File: src/rtl/byte_move_if.sv
// Bundle of handshake, register-file and manipulation-unit signals around byte_move_ctrl.
// master = the sequencer, slave = instruction source, register file and manipulation unit.
interface byte_move_if;
    logic        instr_valid;
    logic [15:0] instr;
    logic        instr_ready;
    logic [2:0]  rf_rd_addr;
    logic [15:0] rf_rd_data;
    logic [2:0]  bm_op;
    logic [15:0] bm_dst_in;
    logic [7:0]  bm_byte_val;
    logic        bm_E;
    logic [15:0] bm_dst_out;
    logic        rf_wr_en;
    logic [2:0]  rf_wr_addr;
    logic [15:0] rf_wr_data;
    logic        done;
    logic        illegal;

    // Handshake: a word transfers on a rising clk edge where instr_valid && instr_ready;
    // the source must hold instr_valid and instr stable until that edge.
    modport master (
        input  instr_valid, instr, rf_rd_data, bm_dst_out,
        output instr_ready, rf_rd_addr, bm_op, bm_dst_in, bm_byte_val, bm_E,
               rf_wr_en, rf_wr_addr, rf_wr_data, done, illegal
    );

    modport slave (
        output instr_valid, instr, rf_rd_data, bm_dst_out,
        input  instr_ready, rf_rd_addr, bm_op, bm_dst_in, bm_byte_val, bm_E,
               rf_wr_en, rf_wr_addr, rf_wr_data, done, illegal
    );
endinterface

File: src/rtl/byte_move_ctrl.sv
// Sequencer for MOVL/MOVLZ/MOVLS/MOVH/SWPB: decode, read destination, strobe the
// byte manipulation unit, wait WAIT_CYCLES, then write the result back.
module byte_move_ctrl #(
    parameter int WAIT_CYCLES = 1
) (
    input  logic         clk,
    input  logic         rst,
    byte_move_if.master  bus,
    output logic [2:0]   state_o
);

    localparam logic [2:0] S_IDLE   = 3'd0;
    localparam logic [2:0] S_READ   = 3'd1;
    localparam logic [2:0] S_STROBE = 3'd2;
    localparam logic [2:0] S_WAIT   = 3'd3;
    localparam logic [2:0] S_WRITE  = 3'd4;
    localparam logic [2:0] S_ERR    = 3'd5;

    localparam logic [12:0] SWPB_PAT = 13'b0100110110000;
    localparam logic [3:0]  WAIT_LD  = 4'(WAIT_CYCLES);

    if (WAIT_CYCLES < 1 || WAIT_CYCLES > 15) begin : g_wait_range
        $error("byte_move_ctrl: WAIT_CYCLES=%0d outside 1..15", WAIT_CYCLES);
    end

    logic [2:0]  state_q, state_d;
    logic [3:0]  cnt_q, cnt_d;
    logic [15:0] instr_q;
    logic [2:0]  bm_op_q;
    logic [7:0]  bm_byte_val_q;
    logic [15:0] bm_dst_in_q;
    logic        bm_e_q, rf_wr_en_q, done_q, illegal_q;
    logic [2:0]  rf_wr_addr_q;
    logic [15:0] rf_wr_data_q;

    logic accept, in_legal, q_is_swpb;

    assign accept    = bus.instr_valid && bus.instr_ready;
    assign in_legal  = (bus.instr[15:13] == 3'b011) || (bus.instr[15:3] == SWPB_PAT);
    // Only legal words reach READ, so anything outside the MOVx group is SWPB.
    assign q_is_swpb = (instr_q[15:13] != 3'b011);

    always_comb begin
        state_d = state_q;
        cnt_d   = cnt_q;
        case (state_q)
            S_IDLE:   if (accept) state_d = in_legal ? S_READ : S_ERR;
            S_READ:   state_d = S_STROBE;
            S_STROBE: begin
                state_d = S_WAIT;
                cnt_d   = WAIT_LD;
            end
            S_WAIT: begin
                if (cnt_q == 4'd1) state_d = S_WRITE;
                else               cnt_d   = cnt_q - 4'd1;
            end
            S_WRITE:  state_d = S_IDLE;
            S_ERR:    state_d = S_IDLE;
            default:  state_d = S_IDLE;
        endcase
    end

    always_ff @(posedge clk) begin
        if (rst) begin
            state_q       <= S_IDLE;
            cnt_q         <= 4'd0;
            instr_q       <= 16'd0;
            bm_op_q       <= 3'd0;
            bm_byte_val_q <= 8'd0;
            bm_dst_in_q   <= 16'd0;
            bm_e_q        <= 1'b0;
            rf_wr_en_q    <= 1'b0;
            done_q        <= 1'b0;
            illegal_q     <= 1'b0;
            rf_wr_addr_q  <= 3'd0;
            rf_wr_data_q  <= 16'd0;
        end else begin
            state_q <= state_d;
            cnt_q   <= cnt_d;
            if (accept) instr_q <= bus.instr;
            if (state_q == S_READ) begin
                bm_dst_in_q <= bus.rf_rd_data;
                if (q_is_swpb) begin
                    bm_op_q       <= 3'd4;
                    bm_byte_val_q <= bus.rf_rd_data[7:0];
                end else begin
                    bm_op_q       <= {1'b0, instr_q[12:11]};
                    bm_byte_val_q <= instr_q[10:3];
                end
            end
            // Pulse outputs are registered from the state being entered.
            bm_e_q     <= (state_d == S_STROBE);
            rf_wr_en_q <= (state_d == S_WRITE);
            done_q     <= (state_d == S_WRITE);
            illegal_q  <= (state_d == S_ERR);
            if (state_d == S_WRITE) begin
                rf_wr_addr_q <= instr_q[2:0];
                rf_wr_data_q <= bus.bm_dst_out;
            end
        end
    end

    assign bus.instr_ready = (state_q == S_IDLE) && !rst;
    assign bus.rf_rd_addr  = (state_q == S_READ) ? instr_q[2:0] : 3'd0;
    assign bus.bm_op       = bm_op_q;
    assign bus.bm_byte_val = bm_byte_val_q;
    assign bus.bm_dst_in   = bm_dst_in_q;
    assign bus.bm_E        = bm_e_q;
    assign bus.rf_wr_en    = rf_wr_en_q;
    assign bus.rf_wr_addr  = rf_wr_addr_q;
    assign bus.rf_wr_data  = rf_wr_data_q;
    assign bus.done        = done_q;
    assign bus.illegal     = illegal_q;
    assign state_o         = state_q;

endmodule

File: src/flat_wrapper.sv
// flat-port wrapper written by rule: the top's interface ports become plain ports
module byte_move_ctrl_flat 
#(
    parameter int WAIT_CYCLES = 1
)
  (clk, rst, state_o, bus_instr_valid, bus_instr, bus_rf_rd_data, bus_bm_dst_out, bus_instr_ready, bus_rf_rd_addr, bus_bm_op, bus_bm_dst_in, bus_bm_byte_val, bus_bm_E, bus_rf_wr_en, bus_rf_wr_addr, bus_rf_wr_data, bus_done, bus_illegal);
  byte_move_if bus_i ();
  input  logic clk;
  input  logic rst;
  output logic [2:0] state_o;
  input wire logic [$bits(bus_i.instr_valid)-1:0] bus_instr_valid;
  input wire logic [$bits(bus_i.instr)-1:0] bus_instr;
  input wire logic [$bits(bus_i.rf_rd_data)-1:0] bus_rf_rd_data;
  input wire logic [$bits(bus_i.bm_dst_out)-1:0] bus_bm_dst_out;
  output wire logic [$bits(bus_i.instr_ready)-1:0] bus_instr_ready;
  output wire logic [$bits(bus_i.rf_rd_addr)-1:0] bus_rf_rd_addr;
  output wire logic [$bits(bus_i.bm_op)-1:0] bus_bm_op;
  output wire logic [$bits(bus_i.bm_dst_in)-1:0] bus_bm_dst_in;
  output wire logic [$bits(bus_i.bm_byte_val)-1:0] bus_bm_byte_val;
  output wire logic [$bits(bus_i.bm_E)-1:0] bus_bm_E;
  output wire logic [$bits(bus_i.rf_wr_en)-1:0] bus_rf_wr_en;
  output wire logic [$bits(bus_i.rf_wr_addr)-1:0] bus_rf_wr_addr;
  output wire logic [$bits(bus_i.rf_wr_data)-1:0] bus_rf_wr_data;
  output wire logic [$bits(bus_i.done)-1:0] bus_done;
  output wire logic [$bits(bus_i.illegal)-1:0] bus_illegal;
  assign bus_i.instr_valid = bus_instr_valid;
  assign bus_i.instr = bus_instr;
  assign bus_i.rf_rd_data = bus_rf_rd_data;
  assign bus_i.bm_dst_out = bus_bm_dst_out;
  assign bus_instr_ready = bus_i.instr_ready;
  assign bus_rf_rd_addr = bus_i.rf_rd_addr;
  assign bus_bm_op = bus_i.bm_op;
  assign bus_bm_dst_in = bus_i.bm_dst_in;
  assign bus_bm_byte_val = bus_i.bm_byte_val;
  assign bus_bm_E = bus_i.bm_E;
  assign bus_rf_wr_en = bus_i.rf_wr_en;
  assign bus_rf_wr_addr = bus_i.rf_wr_addr;
  assign bus_rf_wr_data = bus_i.rf_wr_data;
  assign bus_done = bus_i.done;
  assign bus_illegal = bus_i.illegal;
  byte_move_ctrl #(.WAIT_CYCLES(WAIT_CYCLES)) u_core (.clk(clk), .rst(rst), .bus(bus_i), .state_o(state_o));
endmodule
File: config.mk
export PLATFORM = sky130hd
export DESIGN_NAME = byte_move_ctrl_flat
export DESIGN_NICKNAME = d
export VERILOG_FILES = /design/src/rtl/byte_move_if.sv /design/src/rtl/byte_move_ctrl.sv /design/src/flat_wrapper.sv
export SDC_FILE = /design/constraint.sdc
export NUM_CORES = 1
export LEC_CHECK = 0
export BUFFER_PORTS_ARGS = -buffer_cell sky130_fd_sc_hd__buf_2
export CAP_MARGIN = 10
export CORE_ASPECT_RATIO = 0.75
export CORE_UTILIZATION = 30
export DETAILED_ROUTE_END_ITERATION = 16
export GPL_TIMING_DRIVEN = 0
export HOLD_SLACK_MARGIN = 0.15
export SLEW_MARGIN = 20
export SYNTH_ARGS = -nofsm -noshare
export SYNTH_HDL_FRONTEND = slang
export SYNTH_SLANG_ARGS = --single-unit
File: constraint.sdc
create_clock -name clk -period 3.29 [get_ports clk]
set_input_delay 0.658 -clock clk [delete_from_list [all_inputs] [get_ports clk]]
set_output_delay 0.658 -clock clk [all_outputs]
set_load 0.005 [all_outputs]
# Word level (Yosys, flattened, before mapping)
# Cells that the tools add are included.
[op_classes] muxes=9 n_div=0 mul=0 eq_ne=11 magnitude_cmp=0 reduce_logical=7 n_bitwise=0 add_sub_neg=1 shifts=0
[op_table] op="3-bit two-way mux" n=5
[op_table] op="13-bit by 12-bit == test with 1-bit output (second input constant)" n=1
[op_table] op="3-bit by 2-bit == test with 1-bit output (second input constant)" n=4
[op_table] op="3-bit case mux with 4 select lines" n=1
[op_table] op="8-bit two-way mux" n=1
[op_table] op="4-bit case mux with 2 select lines" n=1
[op_table] op="3-bit == test (second input constant)" n=2
[op_table] op="4-bit by 1-bit == test with 1-bit output (second input constant)" n=1
[op_table] op="4-bit two-way mux" n=1
[op_table] op="4-bit by 1-bit subtractor with 4-bit output (second input constant)" n=1
[op_table] op="3-bit by 1-bit == test with 1-bit output (second input constant)" n=1
[op_table] op="3-bit logical NOT" n=1
[op_table] op="3-bit by 2-bit != test with 1-bit output (second input constant)" n=1
[op_table] op="1-bit logical AND" n=2
[op_table] op="2-bit != test (second input constant)" n=1
[op_table] op="2-bit AND reduction" n=1
[op_table] op="2-bit nonzero test" n=1
[op_table] op="1-bit logical NOT" n=1
[op_table] op="1-bit logical OR" n=1
[totals] mem_count=0 latchBits=0 elab_cells=39 ramBits=0 register_bits=72 mem_bits_ro=0

# Logic depth before layout (Yosys ltp)
[logic_depth] ltp_word=6 depth_mapped=7 mapped_depth_nobuf=6

# Worst setup path before layout
# Ideal clock, no wire load.
[synth_path] kind="input -> output" from="in rst" to="out bus_instr_ready" n_path_buf=2 path_stages=3 setup_slack_ns=1.161 t_arrival_ns=1.471 t_required_ns=2.632 cell_sequence="clkbuf_1 -> nor4_4 -> buf_2"
[synth_via] elab_chain_len=2
[synth_rtl] element="start, declared" line="flat_wrapper.sv:9" source="input logic rst;"
[synth_rtl] element="1-bit logical NOT" line="byte_move_ctrl.sv:103" source="assign bus.instr_ready = (state_q == S_IDLE) && !rst;"
[synth_rtl] element="1-bit logical AND" line="byte_move_ctrl.sv:103"
[synth_rtl] element="end, declared" line="flat_wrapper.sv:15" source="output wire logic [$bits(bus_i.instr_ready)-1:0] bus_instr_ready;"
# Every way passes these cells.

# Worst setup path after layout
[layout_path] from="reg u_core.state_q[0], in the netlist u_core.state_o[0]" to="out bus_rf_rd_addr[1]"
[layout_via] elab_chain_len=2
[layout_rtl] element="start, declared" line="byte_move_ctrl.sv:26" source="logic [2:0] state_q, state_d;"
[layout_rtl] element="start signal, assigned" line="byte_move_ctrl.sv:78" source="state_q <= state_d;"
[layout_rtl] element="3-bit by 1-bit == test with 1-bit output" line="byte_move_ctrl.sv:104" source="assign bus.rf_rd_addr = (state_q == S_READ) ? instr_q[2:0] : 3'd0;"
[layout_rtl] element="3-bit two-way mux" line="byte_move_ctrl.sv:104"
[layout_rtl] element="end, declared" line="flat_wrapper.sv:16" source="output wire logic [$bits(bus_i.rf_rd_addr)-1:0] bus_rf_rd_addr;"
# Every way passes these cells.

==> qor.txt <==
Routed WL: 7.64 mm
multiplexer area fraction after synthesis: 2.90%
post-synth cell types: 36
Gate Count Post-Synth: 326
Hold Buf Count CTS: 0
Clock Path Buffers: 2
H-tree levels: 3
Die Area: 9580 µm²
die width: 113 µm
Worst-Skew Late Latency: 0.33 ns
vias: 2,591
port buffer count: 105
Slew @ Worst Pin: 0.693 ns
Routed met3 length: 451 µm
worst setup path class: flop to primary output
Synth Warn #: 0
mapped cell area: 2760 µm²
type of element capturing the critical path: primary output
Max FO, Critical Path: 10
TritonCTS clock tree: built
clk slew on worst S/H paths: 0.06 ns
initial antenna violation count: 0
largest family of logic cells by synthesized area: simple AND/OR/NAND/NOR gates
switch share: 25.1%
clock share of power: 46.4%
first-pass GRT wire length: 12.2 mm
I/O pins: 108
Final ANT Viol Nets: 0
post-synthesis adder-cell area fraction: 0.907%
GPL Wtd Cong: 0.801
Critical Path Source Type: flop
ANT cells: 0
Pins Over Slew Limit: 0
P per Cell Area: 570 nW/µm²
NetSw: 0.533 mW
part of the Yosys area used for sequential elements: 52.3%
largest net degree at the start of global routing: 15
Final Net Count: 495
Placeable Area: 8670 µm²
Seq pwr share: 43.9%
Met2 Wirelength: 3.42 mm
most frequent cells in the layout: buf_2 (111), nand2_1 (86), dfxtp_1 (72)
Overflow after GRT: 0
cts bufs inserted: 9
FF-to-FF Start: u_core.state_o[2]$_SDFF_PP0_
max-cap violations: 0
internal power: 1.59 mW
DRC violation total after the first TritonRoute iteration: 136
Setup Buffers After CTS: 0
Worst Hold Class: flop to flop
#FFs+latches synth: 72
number of cells upsized or downsized after cts: 0
worst reg2reg path depth: 6
Vias/cell: 4.67
outcome: finished clean
DIE HEIGHT: 85.0 µm
synthesized area per cell: 8.46 µm²
Gate power share: 9.7%
commonest non-fill, non-tap cell in the layout: buf_2
leakage power: 1.64 nW
Compound-Gate Fraction of Synth Area: 15.6%
Slew HR: 53.8%
Worst Path Required: 2.63 ns
unrepaired setup endpoints after global routing: false
Starting Density: 31.8%
Sequential Area: 1440 µm²
Clock Tree Root: clkbuf_16
Critical Path Start: u_core.state_o[0]$_SDFF_PP0_
Fillers: 913
Routed WL per cell: 13.8 µm
maximum clock frequency: 0.371 GHz
Final Hold Vio Count: 0
Layout area overhead: 35.0%
Syn Nets: 379
worst vdd rail ir drop: 0.000259 V
setup TNS: 0 ns
Sink Count: 72
Worst Clk Skew: 0.00510 ns
row cnt: 29
Core Util, Final: 42.9%
DRC: 0
vias in the first global route: 2,429
Setup crit end: bus_rf_rd_addr[1]
Post-DP HPWL: 5.65 mm
first-pass iteration count of the detailed router: 4
share of post-route cells with drive strength above 1: 30.4%
routed length on met1: 3.71 mm
top sig layer: met4
Final Setup Violations: 0
Synth Area in Simple Gates: 23.6%
r2r setup slk: 1.48 ns
footprint of the multi-input gates: 1190 µm²
Worst EP arrival: 2.04 ns
xor/xnor cell area share of the yosys netlist: 0%
fin crit period: 2.69 ns
Final period util: 81.9%
Total GRT Usage: 16.5%
R2R Path End: u_core.instr_q[14]$_SDFFE_PP0P_
==> power groups by stage <==
stage,registers (mW),clock network [mW],logic (mW)
after floorplan,0.950,0,0.112
after global placement,0.950,0,0.203
after detailed placement,0.952,0,0.207
after CTS,0.933,1.01,0.208
after global routing,0.937,1.05,0.230
final,0.933,0.986,0.205
==> worst max-delay path, stage by stage, from the launching register on <==
cell      delay, ns
dfxtp_1        0.40
clkbuf_2       0.22
nor3b_4        0.47
buf_2          0.34
and2_1         0.16
buf_2          0.11
==> registers in the layout, summed over array words and instances (netlist names), 3 cells and up <==
signal and flops:
u_core.bus.bm_op 3, u_core.bus.rf_wr_data 16, u_core.state_o 3, u_core.bus.bm_byte_val 8, u_core.instr_q 16, u_core.bus.bm_dst_in 16
u_core.bus.rf_wr_addr 3, u_core.cnt_q 4
==> area by class of cell <==
cell class,instances,share of cell area [%]
Sequential cell,72,38.7
Multi-Input combinational cell,226,31.9
Timing Repair Buffer,105,14.1
Clock buffer,9,6.05
Tap cell,108,3.63
Buffer,25,3.16
Clock inverter,7,2.15
Inverter,3,0.302
==> worst min path at each step <==
stage                                                     start                                     to  slack, ns  cells past startpoint
after floorplan                 u_core.instr_q[15]$_SDFFE_PP0P_        u_core.instr_q[15]$_SDFFE_PP0P_       0.43                      2
after global placement    u_core.bus.bm_dst_in[11]$_SDFFE_PP0N_  u_core.bus.bm_dst_in[11]$_SDFFE_PP0N_       0.44                      2
after detailed placement   u_core.bus.bm_dst_in[1]$_SDFFE_PP0N_   u_core.bus.bm_dst_in[1]$_SDFFE_PP0N_       0.44                      2
after CTS                  u_core.bus.bm_dst_in[1]$_SDFFE_PP0N_   u_core.bus.bm_dst_in[1]$_SDFFE_PP0N_       0.45                      2
after global routing       u_core.bus.bm_dst_in[0]$_SDFFE_PP0N_   u_core.bus.bm_dst_in[0]$_SDFFE_PP0N_       0.47                      2
final                      u_core.bus.bm_dst_in[1]$_SDFFE_PP0N_   u_core.bus.bm_dst_in[1]$_SDFFE_PP0N_       0.45                      2
==> metrics by stage <==
stage / instances / hold WS [ns] / power, mW / cell area, µm² / setup WS [ns]
after floorplan: 326 / 0.431 / 1.06 / 2760 / 1.16
after global placement: 539 / 0.439 / 1.15 / 3420 / 0.765
after detailed placement: 539 / 0.444 / 1.16 / 3420 / 0.756
after CTS: 555 / 0.453 / 2.15 / 3720 / 0.520
after global routing: 555 / 0.470 / 2.22 / 3720 / 0.429
final: 555 / 0.451 / 2.12 / 3720 / 0.596
==> Yosys cell counts <==
library cell / n / area, µm²
nand4b_1: 1 / 8.76
nor2_1: 14 / 52.6
buf_2: 6 / 30.0
o21ba_1: 1 / 10.0
nor4b_1: 1 / 8.76
a22oi_1: 3 / 22.5
nor3b_4: 1 / 18.8
nand2_4: 1 / 11.3
nand3b_1: 2 / 15.0
a21o_1: 3 / 22.5
a31oi_1: 1 / 6.26
nor2_2: 1 / 6.26
inv_1: 3 / 11.3
and2_1: 3 / 18.8
nor2b_1: 3 / 18.8
nand3_1: 17 / 85.1
buf_6: 1 / 11.3
ha_1: 2 / 25.0
buf_4: 2 / 15.0
nor3_1: 3 / 15.0
nand2b_1: 2 / 12.5
dfxtp_1: 72 / 1440
clkbuf_2: 1 / 5.00
a311oi_2: 1 / 15.0
nand2_1: 86 / 323
mux2i_1: 8 / 80.1
a21oi_1: 55 / 275
clkbuf_1: 15 / 56.3
nor3b_1: 2 / 15.0
o21ai_0: 2 / 10.0
nor4_4: 1 / 21.3
or3b_1: 1 / 8.76
a311oi_1: 1 / 8.76
nor4_1: 1 / 6.26
and3_1: 1 / 6.26
a211oi_1: 8 / 60.1
==> per-layer routing <==
layer / GRT usage (%) / up-vias
met5: 0 / -
met4: 4.36 / 0
met3: 4.57 / 6
met2: 26.0 / 68
met1: 22.3 / 1183
li1: - / 1334
==> kinds of logic (layout without fill, tap and decap cells) <==
| kind of cell | count (synthesis) | in the layout |
|---|---|---|
| AND/OR/NAND/NOR | 141 | 141 |
| AO/OA/AOI/OAI | 75 | 75 |
| flip-flops | 72 | 72 |
| buffers and inverters | 28 | 149 |
| multiplexers | 8 | 8 |
| adder cells (fa/ha/maj) | 2 | 2 |
No activity file was read; power rests on OpenSTA's default activity.
